## config.mk

```make
export PLATFORM = sky130hd
export DESIGN_NAME = regfile_sb
export DESIGN_NICKNAME = d
export VERILOG_FILES = /design/src/rtl/regfile_sb.sv
export SDC_FILE = /design/constraint.sdc
export NUM_CORES = 2
export LEC_CHECK = 0
export BUFFER_PORTS_ARGS = -buffer_cell sky130_fd_sc_hd__buf_2
export CAP_MARGIN = 0
export CORE_MARGIN = 2
export CORE_UTILIZATION = 45
export DETAILED_ROUTE_END_ITERATION = 10
export GPL_TIMING_DRIVEN = 1
export PLACE_DENSITY_LB_ADDON = 0.2
export SLEW_MARGIN = 10
export SYNTH_ARGS = -nofsm -noshare
export SYNTH_HDL_FRONTEND = slang
export SYNTH_SLANG_ARGS = --single-unit
```

## constraint.sdc

```tcl
create_clock -name clk_i -period 3.5 [get_ports clk_i]
set_input_delay 0.35 -clock clk_i [delete_from_list [all_inputs] [get_ports clk_i]]
set_output_delay 0.35 -clock clk_i [all_outputs]
set_load 0.02 [all_outputs]
```

## src/rtl/regfile_sb.sv

```systemverilog
// Multi-read-port integer register file with a per-register busy scoreboard.
// Define REGFILE_BYPASS_EN to forward a same-cycle writeback onto the read ports.
module regfile_sb #(
  parameter int unsigned XLEN = 32,
  parameter int unsigned NREG = 32,
  parameter int unsigned NRD  = 2,
  parameter int unsigned AW   = $clog2(NREG)
) (
  input  logic                clk_i,
  input  logic                rst_ni,
  input  logic [NRD*AW-1:0]   rd_addr_i,
  output logic [NRD*XLEN-1:0] rd_data_o,
  output logic [NRD-1:0]      rd_busy_o,
  input  logic                iss_valid_i,
  input  logic [AW-1:0]       iss_rd_i,
  output logic                iss_ready_o,
  input  logic                wb_valid_i,
  input  logic [AW-1:0]       wb_rd_i,
  input  logic [XLEN-1:0]     wb_data_i,
  input  logic                flush_i,
  output logic [AW:0]         busy_cnt_o
);

  localparam int unsigned CW = AW + 1;

  logic [XLEN-1:0] mem_q [NREG];
  logic [NREG-1:0] busy_q, busy_d;
  logic [AW:0]     busy_cnt_q, busy_cnt_d;

  logic wb_we;
  logic iss_set;
  logic cnt_inc;
  logic cnt_dec;

  assign wb_we = wb_valid_i && (wb_rd_i != '0);

  // A writeback to the requested destination frees it in time for the new reservation.
  assign iss_ready_o = !busy_q[iss_rd_i] || (wb_valid_i && (wb_rd_i == iss_rd_i)) ||
                       (iss_rd_i == '0);
  assign iss_set     = iss_valid_i && iss_ready_o && !flush_i && (iss_rd_i != '0);

  assign cnt_inc = iss_set && !busy_q[iss_rd_i];
  assign cnt_dec = wb_we && busy_q[wb_rd_i] && !(iss_set && (iss_rd_i == wb_rd_i));

  always_comb begin
    busy_d     = busy_q;
    busy_cnt_d = busy_cnt_q;
    if (flush_i) begin
      busy_d     = '0;
      busy_cnt_d = '0;
    end else begin
      if (wb_we) begin
        busy_d[wb_rd_i] = 1'b0;
      end
      // Issue is applied last so it wins over a same-register release.
      if (iss_set) begin
        busy_d[iss_rd_i] = 1'b1;
      end
      busy_cnt_d = busy_cnt_q + CW'(cnt_inc) - CW'(cnt_dec);
    end
  end

  always_ff @(posedge clk_i or negedge rst_ni) begin
    if (!rst_ni) begin
      busy_q     <= '0;
      busy_cnt_q <= '0;
    end else begin
      busy_q     <= busy_d;
      busy_cnt_q <= busy_cnt_d;
    end
  end

  always_ff @(posedge clk_i or negedge rst_ni) begin
    if (!rst_ni) begin
      for (int i = 0; i < int'(NREG); i++) begin
        mem_q[i] <= '0;
      end
    end else if (wb_we) begin
      mem_q[wb_rd_i] <= wb_data_i;
    end
  end

  assign busy_cnt_o = busy_cnt_q;

  for (genvar k = 0; k < int'(NRD); k++) begin : g_rd
    logic [AW-1:0] addr;
    logic          hit;

    assign addr = rd_addr_i[k*AW +: AW];
`ifdef REGFILE_BYPASS_EN
    assign hit  = wb_valid_i && (wb_rd_i == addr) && (addr != '0);
`else
    assign hit  = 1'b0;
`endif
    assign rd_data_o[k*XLEN +: XLEN] = (addr == '0) ? '0 : (hit ? wb_data_i : mem_q[addr]);
    assign rd_busy_o[k]              = busy_q[addr] && !hit;
  end

endmodule

```

==> results.md <==
- Post-synthesis register bit count: between 1000 and 1500
- GRT met3 Usage: between 4 and 5%
- Die area: 129900 um2
- Delay of the slowest cell on the worst path: 0.85 ns
- I/O Pins: between 100 and 150
- CTS tree: built
- Synthesized net count: roughly 3600
- Multi-input logic area: roughly 29000 um2
- GRT Total Usage: 26.51%
- Top Usage Layer GRT: met2
- Count of cell types in the netlist: 53
- Synth area leaders: dfrtp_1, mux4_2, mux2_2
- Sequential area share after synthesis: between 40 and 50%
- Die Span Y: between 300 and 400 um
- Min cycle time layout: between 3 and 4 ns
- Register area: around 27000 um2
- Clock buffer depth: 3
- Hold depth: 3
- Num CTS Buffers: approximately 120
- Largest family of logic cells by synthesized area: multiplexers
- Fin crit share: roughly 90%
- Internal: roughly 27 mW
- Post-synthesis adder-cell area fraction: 0.1663%
- Root Driver: clkbuf_16
- Fill cells: between 10000 and 15000
- DRT iter0 DRCs: approximately 2800
- Hold Crit Class: in2reg
- First-pass GRT wire length: between 200 and 300 mm
- Syn avg cell area: approximately 16 um2
- PD cells: approximately 580 nW/um2
- Routing usage on met2: 42.43%
- Max Fanout on Critical Path: 26
- Post-Synth XOR/XNOR Area: 0.1379%
- Fin worst setup slack: roughly 0.33 ns
- CP Buf/Inv Count: 4
- WP data required: roughly 3.2 ns
- Synth async-reset ratio: 100.0%
- Combinational group share of total power: a little over a fifth
- Clock skew: 0.01185 ns
- Compound-cell area share of the yosys netlist: ~2.3%
- Worst-path clk slew: around 0.060 ns
- Slew Viols, Final: 0
- Antenna-violating nets left: 0
- Drt total wl: 169.7 mm
- Final Power: 37.45 mW
- YS warnings: 0
- Outcome: completed
- H-tree depth: 3
- Number of synthesized flops with an enable pin: 0
- First drt pass iteration count: 7
- Sw power: roughly 10 mW
- Initial core utilization: between 40% and 50%
- Remaining DRCs: 0
- Worst min-delay path endpoint: busy_cnt_o[4]$_DFF_PN0_
- Reg2Reg Setup Slack: between 0.3 and 0.4 ns
- Grt met1 use: 37.44%
- Reg2Reg Depth: 14
- Largest net degree at the start of global routing: between 70 and 80
- Vias in the first global route: about 36000
- Cell Area, Synth: about 57000 um2
- Area leader, netlist: dfrtp_1
- Post-DR wirelength/cell: around 32 um
- P_leak: between 20 and 30 nW
- Hold path startpoint: flush_i
- Seq pwr share: a little over two fifths
- Switch share: around a quarter
- Detail Placement HPWL: 102.7 mm
- CP most frequent cell: buf_4
- GR Overflow Total: 0
- Worst Max-Slew Pin Slew: about 1 ns
- Port Buffers: roughly 130
- Die Wd: between 300 and 400 um
- Layout cells sized above 1: a little under three fifths
- Via count: approximately 35000
- Worst rel slew slack: 34.08%
- Max Cap Viol: 0
- Worst path cell trace: buf_8, buf_4, o31ai_4, buf_4, o22ai_1, a21o_1, buf_2
- Antenna violations before repair: 16
- Worst-Skew Late Latency: approximately 0.70 ns
- Post-Synthesis Cells: around 3600
- Worst path slowest cell: o31ai_4
- Fin util: approximately half
- Setup TNS Final: 0 ns
- Crit start category: primary input
- Final setup violating endpoints: 0
- CP Data Arrival Time: approximately 2.8 ns
- Worst VDD drop: ~0.4 mV
- Placer Congestion: 0.8681
- F_max: around 320 MHz
- CP Class: in2out
- RSZ-0062 raised after global routing: false
- Cell Rows: 130
- Post-synth top flop: dfrtp_1
- Synth top area share: between 40 and 50%
- Mux contribution to synthesized area: between 40% and 50%
- # clock sinks: 1062
- Simple-gate area share of the yosys netlist: between 1 and 1.5%
- Reg-to-Reg End: busy_cnt_o[4]$_DFF_PN0_
- Worst Setup End Kind: primary output
- Critical path's top delay family: compound AO/OA/AOI/OAI gates
- Place WS: -0.09349 ns
- Final net count: roughly 3700
- Area delta synth->final: 13.49%
- R2r startpoint: busy_q[30]$_DFF_PN0_
- Core Area: 125900 um2
- Post-cts sizing count: 0
- Clock network power share: around 36%
- Vias per cell: 6.433
- Final Hold Fails: 0
## through the flow
stage,hold WS [ns],instances,cell area [um2]
after floorplan,0.05441,3580,57180
after global placement,0.3779,5141,60650
after detailed placement,0.3820,5141,60650
after CTS,0.1133,5363,64890
after global routing,0.1544,5363,64890
final,0.1681,5366,64900
## cells in the final DEF (no fill, tap or decap), types with 6 or more instances in the layout
cell type   Yosys  routed
clkinvlp_4      0       9
mux4_1         46      46
inv_1          25      25
xnor2_1         7       7
mux2_2        992     992
buf_12          1      68
mux2i_1       149     149
nand2_1        20       9
buf_2         127     120
mux4_2        552     552
nor3_1          7       6
bufinv_16       0      20
nand2_4         0      11
clkinv_2        0      26
clkbuf_8        0      25
nor2b_1        12      11
clkbuf_16       0     118
ha_1            6       6
o22ai_1        72      72
nand3_1        18      17
or3_1          13      13
o32ai_1        17      17
dfrtp_1      1062    1062
a21o_1         65      65
nor2_4          0      16
o21ai_0        10      10
clkbuf_1      213      17
nor2_1         27      11
buf_4          18     139
## how the worst max path moves through the flow
stage | startpoint | cells past startpoint | end
floorplan | iss_rd_i[1] | 16 | busy_cnt_o[4]$_DFF_PN0_
global placement | iss_rd_i[1] | 16 | busy_cnt_o[4]$_DFF_PN0_
detailed placement | iss_rd_i[1] | 16 | busy_cnt_o[4]$_DFF_PN0_
CTS | rd_addr_i[0] | 7 | rd_data_o[28]
global route | busy_q[30]$_DFF_PN0_ | 14 | busy_cnt_o[4]$_DFF_PN0_
finish | rd_addr_i[0] | 7 | rd_data_o[28]
## worst min-delay path, stage by stage
cell and delay [ns]:
buf_2 0.11, buf_4 0.24, nor2_1 0.13
## logic make-up after synthesis
kind of cell,count (synthesis)
multiplexers,1743
flip-flops,1062
buffers and inverters,449
AO/OA/AOI/OAI,186
AND/OR/NAND/NOR,124
XOR/XNOR,9
adder cells (fa/ha/maj),7
## repair_timing
| action | in CTS | in global routing |
|---|---|---|
| buffers inserted | 0 | 0 |
| endpoints found under the hold margin | 62 | 0 |
| hold buffers | 2 | 0 |
## registers in the layout, indices dropped and copies added (netlist names)
| name | cells |
|---|---|
| mem_q | 1024 |
| busy_q | 32 |
| busy_cnt_o | 6 |
## final cells by class
| class | count | share of cell area (%) |
|---|---|---|
| timing repair buffer | 334 | 4.778 |
| clock inverter | 60 | 1.326 |
| multi-input combinational | 2069 | 44.40 |
| clock buffer | 160 | 5.179 |
| antenna | 3 | 0.01157 |
| sequential | 1062 | 40.95 |
| tap | 1650 | 3.181 |
| inverter | 28 | 0.1697 |
## metal layers
layer	share of wire, %	vias up	wire (um)
met3	6.1	254	10280
met1	44	19120	73910
met4	2.4	14	4149
met2	48	1007	81240
met5	0.054	-	92
li1	-	14120	-
## power by group through the flow
| stage | clock network (mW) | logic (mW) | registers (mW) |
|---|---|---|---|
| 6_report | 13.5 | 7.88 | 16.1 |
| 5_1_grt | 14.2 | 8.43 | 16.5 |
| 4_1_cts | 13.7 | 7.96 | 16.1 |
| 3_5_place_dp | 0 | 7.94 | 16.3 |
| 3_3_place_gp | 0 | 7.81 | 16.2 |
| 2_1_floorplan | 0 | 5.98 | 15.8 |
## Yosys cell counts, types with 3 or more instances
cell and instances:
mux4_2 552, o21ai_0 10, a21o_1 65, a211oi_1 4, dfrtp_1 1062, nor4_1 4, nand2b_1 7, nand2_1 20
nor2b_1 12, o32ai_1 17, clkbuf_1 213, buf_4 18, or3_1 13, buf_6 16, buf_2 127, buf_1 46
o41ai_1 5, xnor2_1 7, nand3b_1 3, o22ai_1 72, inv_1 25, mux4_1 46, nor2_1 27, nand3_1 18
ha_1 6, mux4_4 4, mux2_2 992, mux2i_1 149, nor3_1 7
Power figures use the tool's default switching activity.
